**src/rtl/reg_pipe.sv**
```systemverilog
// -----------------------------------------------------------------------------
// reg_pipe
//
// Purpose:
//    A DEPTH-stage pipeline of registers with valid/ready handshaking. Each
//    stage holds one WIDTH-bit data word and a valid bit. Empty stages
//    ("bubbles") are collapsed: a stage moves forward whenever the stage ahead
//    of it is empty or is itself moving. So a stalled pipe fills up completely
//    before it pushes back on the upstream side.
//
// Parameters:
//    WIDTH    data bits per stage
//    DEPTH    number of register stages (1..16)
//    RST_VAL  value loaded into every data register on reset
//
// Ports:
//    clk        single clock; all state changes on its rising edge
//    rst        synchronous, active-high reset (wins over flush and transfers)
//    flush      drop every held entry at the next edge
//    in_valid   upstream offers in_data
//    in_data    upstream payload
//    in_ready   pipe accepts in_data this cycle (combinational from out_ready)
//    out_valid  out_data holds a valid entry
//    out_data   payload of the last stage
//    out_ready  downstream accepts out_data
//    count      number of valid stages
// -----------------------------------------------------------------------------
module reg_pipe #(
   parameter int               WIDTH   = 32,
   parameter int               DEPTH   = 3,
   parameter logic [WIDTH-1:0] RST_VAL = '0
) (
   input  logic                       clk,
   input  logic                       rst,
   input  logic                       flush,
   input  logic                       in_valid,
   input  logic [WIDTH-1:0]           in_data,
   output logic                       in_ready,
   output logic                       out_valid,
   output logic [WIDTH-1:0]           out_data,
   input  logic                       out_ready,
   output logic [$clog2(DEPTH+1)-1:0] count
);

   localparam int CW = $clog2(DEPTH+1);

   // Stage state
   logic             valid_reg [DEPTH];
   logic [WIDTH-1:0] data_reg  [DEPTH];
   logic [CW-1:0]    count_reg;
   logic [CW-1:0]    count_next;

   // Per-stage advance enables and the value each stage loads when it advances
   logic [DEPTH-1:0] adv;
   logic             src_valid [DEPTH];
   logic [WIDTH-1:0] src_data  [DEPTH];

   logic in_xfer;
   logic out_xfer;

   // The advance chain runs from the output back to the input. It is built in
   // one combinational block so that the ripple is one ordered evaluation,
   // not a vector that feeds back on itself.
   always_comb begin
      adv            = '0;
      adv[DEPTH-1]   = ~valid_reg[DEPTH-1] | out_ready;
      for (int i = DEPTH - 2; i >= 0; i--) begin
         adv[i] = ~valid_reg[i] | adv[i+1];
      end
   end

   // Reset and flush both block input, even though stage 0 could move.
   assign in_ready  = adv[0] & ~flush & ~rst;
   assign in_xfer   = in_valid & in_ready;
   assign out_valid = valid_reg[DEPTH-1];
   assign out_data  = data_reg[DEPTH-1];
   assign out_xfer  = out_valid & out_ready;
   assign count     = count_reg;

   // Stage 0 loads from the input port and takes a valid bit only for a real
   // transfer; every later stage loads from the stage just before it.
   generate
      for (genvar gi = 0; gi < DEPTH; gi++) begin : g_src
         if (gi == 0) begin : g_head
            assign src_valid[gi] = in_xfer;
            assign src_data[gi]  = in_data;
         end else begin : g_body
            assign src_valid[gi] = valid_reg[gi-1];
            assign src_data[gi]  = data_reg[gi-1];
         end
      end
   endgenerate

   // Stage registers. Flush clears only the valid bits; the data words stay
   // where they are. A stage that does not advance keeps its data untouched,
   // which is what keeps out_data stable under back-pressure.
   always_ff @(posedge clk) begin
      for (int i = 0; i < DEPTH; i++) begin
         if (rst) begin
            valid_reg[i] <= 1'b0;
            data_reg[i]  <= RST_VAL;
         end else if (flush) begin
            valid_reg[i] <= 1'b0;
         end else if (adv[i]) begin
            valid_reg[i] <= src_valid[i];
            data_reg[i]  <= src_data[i];
         end
      end
   end

   // Occupancy counter: +1 for input only, -1 for output only, unchanged for
   // both or neither. The handshakes themselves keep it within 0..DEPTH:
   // in_ready drops when every stage is full and stalled, and out_xfer needs
   // a valid last stage.
   always_comb begin
      count_next = count_reg;
      case ({in_xfer, out_xfer})
         2'b10:   count_next = count_reg + CW'(1);
         2'b01:   count_next = count_reg - CW'(1);
         default: count_next = count_reg;
      endcase
   end

   always_ff @(posedge clk) begin
      if (rst || flush) begin
         count_reg <= '0;
      end else begin
         count_reg <= count_next;
      end
   end

endmodule

```
**config.mk**
```make
export PLATFORM = sky130hd
export DESIGN_NAME = reg_pipe
export DESIGN_NICKNAME = d
export VERILOG_FILES = /design/src/rtl/reg_pipe.sv
export SDC_FILE = /design/constraint.sdc
export NUM_CORES = 1
export LEC_CHECK = 0
export ABC_CLOCK_PERIOD_IN_PS = 3050
export CORE_MARGIN = 10
export CORE_UTILIZATION = 25
export DETAILED_ROUTE_END_ITERATION = 6
export PLACE_DENSITY = 0.55
export SETUP_SLACK_MARGIN = 0.15
export SYNTH_ARGS = -nofsm -noshare
export SYNTH_HDL_FRONTEND = slang
export SYNTH_SLANG_ARGS = --single-unit
```
**constraint.sdc**
```tcl
create_clock -name clk -period 3.05 [get_ports clk]
set_clock_uncertainty 0.15 [all_clocks]
set_input_delay 0.61 -clock clk [delete_from_list [all_inputs] [get_ports clk]]
set_output_delay 0.61 -clock clk [all_outputs]
set_load 0.01 [all_outputs]
```
==> results of run 1 <==
## Yosys cell counts
| cell type | instances | area, sq um |
|---|---|---|
| a21boi_4 | 1 | 18.8 |
| or3_1 | 1 | 6.26 |
| dfxtp_1 | 2 | 40.0 |
| nor2_2 | 1 | 6.26 |
| nand2_1 | 3 | 11.3 |
| and2_1 | 100 | 626 |
| nand3_1 | 1 | 5.00 |
| nor3_4 | 1 | 16.3 |
| a21oi_1 | 1 | 5.00 |
| xnor2_1 | 1 | 8.76 |
| edfxtp_1 | 99 | 2970 |
| clkbuf_1 | 3 | 11.3 |
| nor3_2 | 1 | 10.0 |
| o21bai_1 | 2 | 15.0 |
| or2_2 | 1 | 6.26 |
| buf_6 | 6 | 67.6 |
| a21boi_0 | 1 | 7.51 |
| xor2_1 | 1 | 8.76 |
| nor2b_1 | 1 | 6.26 |
| buf_4 | 1 | 7.51 |
| and3b_1 | 1 | 8.76 |
| ha_1 | 1 | 12.5 |
| nor3_1 | 1 | 5.00 |
| o21ai_0 | 1 | 5.00 |
## cell type report
class | instances | area (sq um)
multi-input combinational | 121 | 796
timing repair buffer | 81 | 803
clock buffer | 12 | 236
fill | 1463 | 10100
tap | 188 | 235
sequential | 101 | 3010
clock inverter | 4 | 15.0
## cells by family after synthesis
family,share of synthesized area
adder cells (fa/ha/maj),0.00322
flip-flops,0.775
AND/OR/NAND/NOR,0.182
AO/OA/AOI/OAI,0.0132
buffers and inverters,0.0222
XOR/XNOR,0.00451
## how the worst min path moves through the flow
stage | cells after the start | startpoint | end | slack (ns)
after floorplan | 1 | data_reg[0][0]$_SDFFCE_PN0P_ | data_reg[1][0]$_SDFFCE_PN0P_ | 0.35
final | 2 | count[1]$_SDFFE_PP0P_ | count[1]$_SDFFE_PP0P_ | 0.35
after global routing | 2 | count[1]$_SDFFE_PP0P_ | count[1]$_SDFFE_PP0P_ | 0.38
after CTS | 2 | count[1]$_SDFFE_PP0P_ | count[1]$_SDFFE_PP0P_ | 0.36
after global placement | 2 | count[1]$_SDFFE_PP0P_ | count[1]$_SDFFE_PP0P_ | 0.33
after detailed placement | 2 | count[1]$_SDFFE_PP0P_ | count[1]$_SDFFE_PP0P_ | 0.35
## per-layer routing
layer,GRT usage,vias to the layer above,part of all wire
met1,0.0854,835,0.48
li1,-,972,-
met5,0,-,0
met3,0.0297,10,0.065
met4,0.0399,0,0.023
met2,0.0952,46,0.43
## power groups by stage
stage / registers [uW] / clock network (uW) / logic (uW)
finish: 1640 / 973 / 210
global route: 1650 / 1070 / 232
CTS: 1650 / 1010 / 217
detailed placement: 1680 / 0 / 217
global placement: 1680 / 0 / 212
floorplan: 1680 / 0 / 72.7
## through the flow
| stage | setup slack [ns] | utilization |
|---|---|---|
| 6_report | 0.586 | 0.335 |
| 2_1_floorplan | 0.276 | - |
| 4_1_cts | 0.186 | 0.335 |
| 3_3_place_gp | 0.215 | 0.319 |
| 3_5_place_dp | 0.204 | 0.319 |
| 5_1_grt | 0.489 | 0.335 |
## tightest hold or removal path: stages, from the launching register on
cell	delay, ns
dfxtp_1	0.31
o21ai_0	0.06
a21boi_0	0.07
==> results by group, run 1 <==
Outcome
  – Status: finished clean

Hold path
  – Hold Path Class: reg -> reg

STA
  – WHS: roughly 0.35 ns
  – Min Tclk post-route: 2.46 ns
  – Final Hold Viols: 0
  – Worst slew pin tran: 0.838 ns
  – Relative slew slack: 0.439
  – Max-slew violations: 0
  – Setup TNS Final: 0 ns
  – Period utilization: 0.808
  – Endpoints failing setup: 0
  – RSZ-0062 raised after global routing: false
  – Fmax: 406 MHz

Global routing
  – Initial antenna violation count: 0
  – Vias in the first global route: 2083
  – GRT overflow: 0
  – GRT Overall Usage: 0.0682
  – Wire length of the first global-routing pass: between 10000 and 15000 um
  – Largest net degree at the start of global routing: 34

Setup path
  – Delay-heaviest family, CP: buffers and inverters
  – Critical Path RT: 2.29 ns
  – Cell Chain, Critical Path: clkdlybuf4s50_1 > and3b_1 > a21boi_4 > dlymetal6s2s_1
  – CP max stage delay: 0.49 ns
  – RR Startpoint: valid_reg[2]$_SDFFCE_PN0P_
  – Worst Path Buf+Inv: 2
  – CP Capture Type: primary output
  – WS Path Type: in -> out
  – FF-to-FF setup slack: 1.04 ns
  – Reg2Reg Depth: 4
  – Critical-path maximum fanout: 4
  – CP startpoint: out_ready
  – Crit path to: in_ready
  – Crit Reg-Reg Endpoint: data_reg[1][4]$_SDFFCE_PN0P_
  – Arrival @ worst endpoint: 1.70 ns
  – Crit-path slowest cell: clkdlybuf4s50_1
  – Stages on worst setup path: 4
  – Startpoint Class: input pin

Power and ir drop
  – LEAKAGE: 0.00190 uW
  – Clock power share: 0.344
  – Switching pwr: 541 uW
  – Share of power burned in registers: 0.582
  – Pwr per Cell Area: 554 nW/um^2
  – Int Pwr: about 2300 uW
  – Worst vdd ir: roughly 240 uV
  – Comb power frac: 0.074
  – Switching share of power: 0.191
  – Total chip power: between 2000 and 3000 uW

Synth
  – Mapped Nets: 270
  – Mapped Avg Cell Area: 16.8 sq um
  – Mapped Cells: ~230
  – Seq/Total Area, Yosys: 0.775
  – Post-synthesis cell area: 3890 sq um
  – Yosys reg bits: 101
  – Yosys warning count: 0
  – Synth unique cells: 24

Final layout
  – Most frequent cells in the layout: and2_1 (100), edfxtp_1 (99), clkdlybuf4s50_1 (71)
  – Syn-to-layout area delta: 31.2%
  – Max reg flops: 96
  – Final Non-Filler Cells: between 500 and 600
  – Commonest non-fill, non-tap cell in the layout: and2_1
  – Layout cells sized above 1: 0.0784
  – Antenna diode instance count: 0
  – NumNets Final: 352
  – Finished Cell Area: 5100 sq um

Clock tree
  – Clock Pin Slew Worst Setup and Hold Paths: approximately 0.06 ns
  – Post-CTS setup buffers: 0
  – Clock Sinks: 101
  – Cts hold-fix bufs: 0
  – H-Tree Level Count: 3
  – CTS resizes: 0
  – Clk buf depth: 2
  – Clk root buf: clkbuf_16
  – CTS Buf Count: 9
  – Clk_lat worst skew: 0.33 ns
  – CTS tree: done

Floorplanning
  – Cell Rows: 45
  – Core Footprint: 15200 sq um
  – Io pins: 73
  – Die Width: roughly 140 um
  – Die H: 145 um
  – Initial core utilization: 0.256
  – Die ar.: 20900 sq um

Drt
  – Vias per inst: 3.67
  – Pre-antenna DRT Iters: 4
  – WL/cell: approximately 13 um
  – DR vias: around 1900
  – Post-route ant nets: 0
  – Final Routed Wirelength: ~6600 um
  – Post-route DRC: 0
  – Initial DRC count: 145

Place
  – Post-DP HPWL: around 5000 um
  – I/O Buffers: 72
  – Placer Congestion: 0.716
  – DP Area: ~4800 sq um
  – Inst Count DP: 491

Run
  – Max-Cap Viols: 0
No activity file was read; power rests on OpenSTA's default activity.
==> inputs of run 2 (changes only) <==
--- a/config.mk
+++ b/config.mk
@@ -5,11 +5,11 @@
 export SDC_FILE = /design/constraint.sdc
 export NUM_CORES = 1
 export LEC_CHECK = 0
-export ABC_CLOCK_PERIOD_IN_PS = 3050
+export ABC_CLOCK_PERIOD_IN_PS = 2400
 export CORE_MARGIN = 10
 export CORE_UTILIZATION = 25
 export DETAILED_ROUTE_END_ITERATION = 6
-export PLACE_DENSITY = 0.55
+export PLACE_DENSITY = 0.53
 export SETUP_SLACK_MARGIN = 0.15
 export SYNTH_ARGS = -nofsm -noshare
 export SYNTH_HDL_FRONTEND = slang
==> constraint.sdc (replaced) <==
create_clock -name clk -period 2.4 [get_ports clk]
set_clock_uncertainty 0.15 [all_clocks]
set_input_delay 0.48 -clock clk [delete_from_list [all_inputs] [get_ports clk]]
set_output_delay 0.48 -clock clk [all_outputs]
set_load 0.01 [all_outputs]
==> run 2 against run 1 <==
Effect of this change: non-clock buffer count up 2; clock-buffer cell count down 3; via count up 0.91%; register-to-register slack worse by 0.56 ns; clock power up 40%; critical path type unchanged; largest cell class unchanged; highest routed layer unchanged.
==> results by group, run 2 (synthesized netlist as in run 1, its figures left out) <==
Outcome
  – Status: finished clean (unchanged)

Clock tree
  – Cts hold-fix bufs: 0 (unchanged)
  – Clk root buf: clkbuf_16 (unchanged)
  – CTS Buf Count: 9 (unchanged)
  – Clk_lat worst skew: 0.34 ns (was 0.33 ns)
  – Clk buf depth: 2 (unchanged)
  – Clock Sinks: 101 (unchanged)
  – H-Tree Level Count: 3 (unchanged)
  – CTS tree: done (unchanged)
  – Clock Pin Slew Worst Setup and Hold Paths: 0.06 ns (about the same)

Setup path
  – Reg2Reg Depth: 6 (was 4)
  – Critical-path maximum fanout: 4 (unchanged)
  – Cell Chain, Critical Path: clkdlybuf4s50_1 > and3b_1 > a21boi_4 > buf_2 (was clkdlybuf4s50_1 > and3b_1 > a21boi_4 > dlymetal6s2s_1)
  – Crit Reg-Reg Endpoint: count[1]$_SDFFE_PP0P_ (was data_reg[1][4]$_SDFFCE_PN0P_)
  – Arrival @ worst endpoint: 1.52 ns (was 1.70 ns)
  – Critical Path RT: 1.77 ns (was 2.29 ns)
  – WS Path Type: in -> out (unchanged)
  – CP Capture Type: primary output (unchanged)
  – Crit path to: in_ready (unchanged)
  – Stages on worst setup path: 4 (unchanged)
  – FF-to-FF setup slack: 0.48 ns (was 1.04 ns)
  – Delay-heaviest family, CP: buffers and inverters (unchanged)
  – CP startpoint: out_ready (unchanged)
  – Crit-path slowest cell: clkdlybuf4s50_1 (unchanged)
  – CP max stage delay: 0.48 ns (was 0.49 ns)
  – Startpoint Class: input pin (unchanged)
  – Worst Path Buf+Inv: 2 (unchanged)
  – RR Startpoint: valid_reg[2]$_SDFFCE_PN0P_ (unchanged)

Floorplanning
  – Core Footprint: 15200 sq um (unchanged)
  – Initial core utilization: 0.256 (unchanged)
  – Io pins: 73 (unchanged)
  – Die Width: 145 um (unchanged)
  – Cell Rows: 45 (unchanged)
  – Die ar.: 20900 sq um (unchanged)
  – Die H: 145 um (unchanged)

Drt
  – Vias per inst: 3.69 (was 3.67)
  – Post-route DRC: 0 (unchanged)
  – Pre-antenna DRT Iters: 4 (unchanged)
  – Post-route ant nets: 0 (unchanged)
  – WL/cell: 13.6 um (was 13.0 um)
  – DR vias: 1880 (was 1863)
  – Initial DRC count: 108 (was 145)
  – Final Routed Wirelength: 6950 um (was 6570 um)

Global routing
  – GRT Overall Usage: 0.0682 (about the same)
  – Largest net degree at the start of global routing: 34 (unchanged)
  – GRT overflow: 0 (unchanged)
  – Initial antenna violation count: 0 (unchanged)
  – Vias in the first global route: 2003 (was 2083)
  – Wire length of the first global-routing pass: 10800 um (was 10900 um)

Final layout
  – Layout cells sized above 1: 0.102 (was 0.0784)
  – Antenna diode instance count: 0 (unchanged)
  – Commonest non-fill, non-tap cell in the layout: and2_1 (unchanged)
  – Most frequent cells in the layout: and2_1 (100), edfxtp_1 (99), clkdlybuf4s50_1 (71) (unchanged)
  – Max reg flops: 96 (unchanged)
  – NumNets Final: 355 (was 352)
  – Finished Cell Area: 5180 sq um (was 5100 sq um)
  – Syn-to-layout area delta: 33.2% (was 31.2%)

STA
  – Fmax: between 400 and 500 MHz
  – RSZ-0062 raised after global routing: true (was false)
  – Period utilization: 0.896
  – Min Tclk post-route: 2.15 ns
  – WHS: 0.357 ns (was 0.346 ns)
  – Final Hold Viols: 0 (unchanged)
  – Worst slew pin tran: 0.569 ns (was 0.838 ns)
  – Relative slew slack: 0.619 (was 0.439)
  – Endpoints failing setup: 0 (unchanged)
  – Max-slew violations: 0 (unchanged)

Place
  – Post-DP HPWL: 5070 um (about the same)
  – DP Area: 4880 sq um (was 4840 sq um)
  – Placer Congestion: 0.711 (was 0.716)
  – I/O Buffers: 72 (unchanged)

Hold path
  – Hold Path Class: reg -> reg (unchanged)

Run
  – Max-Cap Viols: 0 (unchanged)

Power and ir drop
  – LEAKAGE: 0.00193 uW (was 0.00190 uW)
  – Pwr per Cell Area: 720 nW/um^2 (was 554 nW/um^2)
  – Worst vdd ir: 339 uV (was 243 uV)
==> run 2: worst min-delay path by stage <==
stage	from	to	cells past startpoint	slack, ns
after floorplan	data_reg[0][0]$_SDFFCE_PN0P_	data_reg[1][0]$_SDFFCE_PN0P_	1	0.35
after global placement	count[1]$_SDFFE_PP0P_	count[1]$_SDFFE_PP0P_	2	0.33
after detailed placement	count[1]$_SDFFE_PP0P_	count[1]$_SDFFE_PP0P_	2	0.35
after CTS	count[1]$_SDFFE_PP0P_	count[1]$_SDFFE_PP0P_	2	0.36
after global routing	data_reg[0][27]$_SDFFCE_PN0P_	data_reg[1][27]$_SDFFCE_PN0P_	1	0.39
final	count[1]$_SDFFE_PP0P_	count[1]$_SDFFE_PP0P_	2	0.36
==> run 2: what timing repair did <==
item,4_1_cts,5_1_grt
setup buffers,1,0
gates cloned,0,1
setup endpoints to repair,1,34
gates resized for setup,3,2
pin swaps,1,2
==> run 2: cell type report <==
cell class                      instances  area (sq um)
Timing Repair Buffer                   83           836
Sequential cell                       101          3010
Clock buffer                            9           225
Clock inverter                          7          56.3
Multi-Input combinational cell        122           812
Fill cell                            1466         10000
Tap cell                              188           235
==> run 2: through the flow <==
| step | total power, uW | TNS [ns] | std cells | util | setup slack [ns] |
|---|---|---|---|---|---|
| after global routing | 3880 | 0 | 510 | 0.341 | 0.144 |
| after CTS | 3780 | 0 | 509 | 0.340 | 0.155 |
| after global placement | 2410 | -6.41 | 492 | 0.321 | -0.221 |
| after floorplan | 2230 | 0 | 232 | - | 0.169 |
| final | 3730 | 0 | 510 | 0.341 | 0.249 |
| after detailed placement | 2410 | -6.93 | 492 | 0.321 | -0.215 |
==> run 2: tightest hold or removal path, stage by stage (launching register included) <==
cell and delay (ns):
dfxtp_1 0.32, o21ai_0 0.07, a21boi_0 0.07
==> run 2: power breakdown <==
| part | internal (uW) | switching, uW |
|---|---|---|
| sequential | 2060 | 28.5 |
| combinational | 160 | 118 |
| clock | 791 | 570 |
==> run 2: routing by layer <==
metal | routed length [um] | track usage
met1 | 3420 | 0.0882
met3 | 389 | 0.0222
met5 | 0 | 0
met2 | 2960 | 0.0940
met4 | 187 | 0.0479
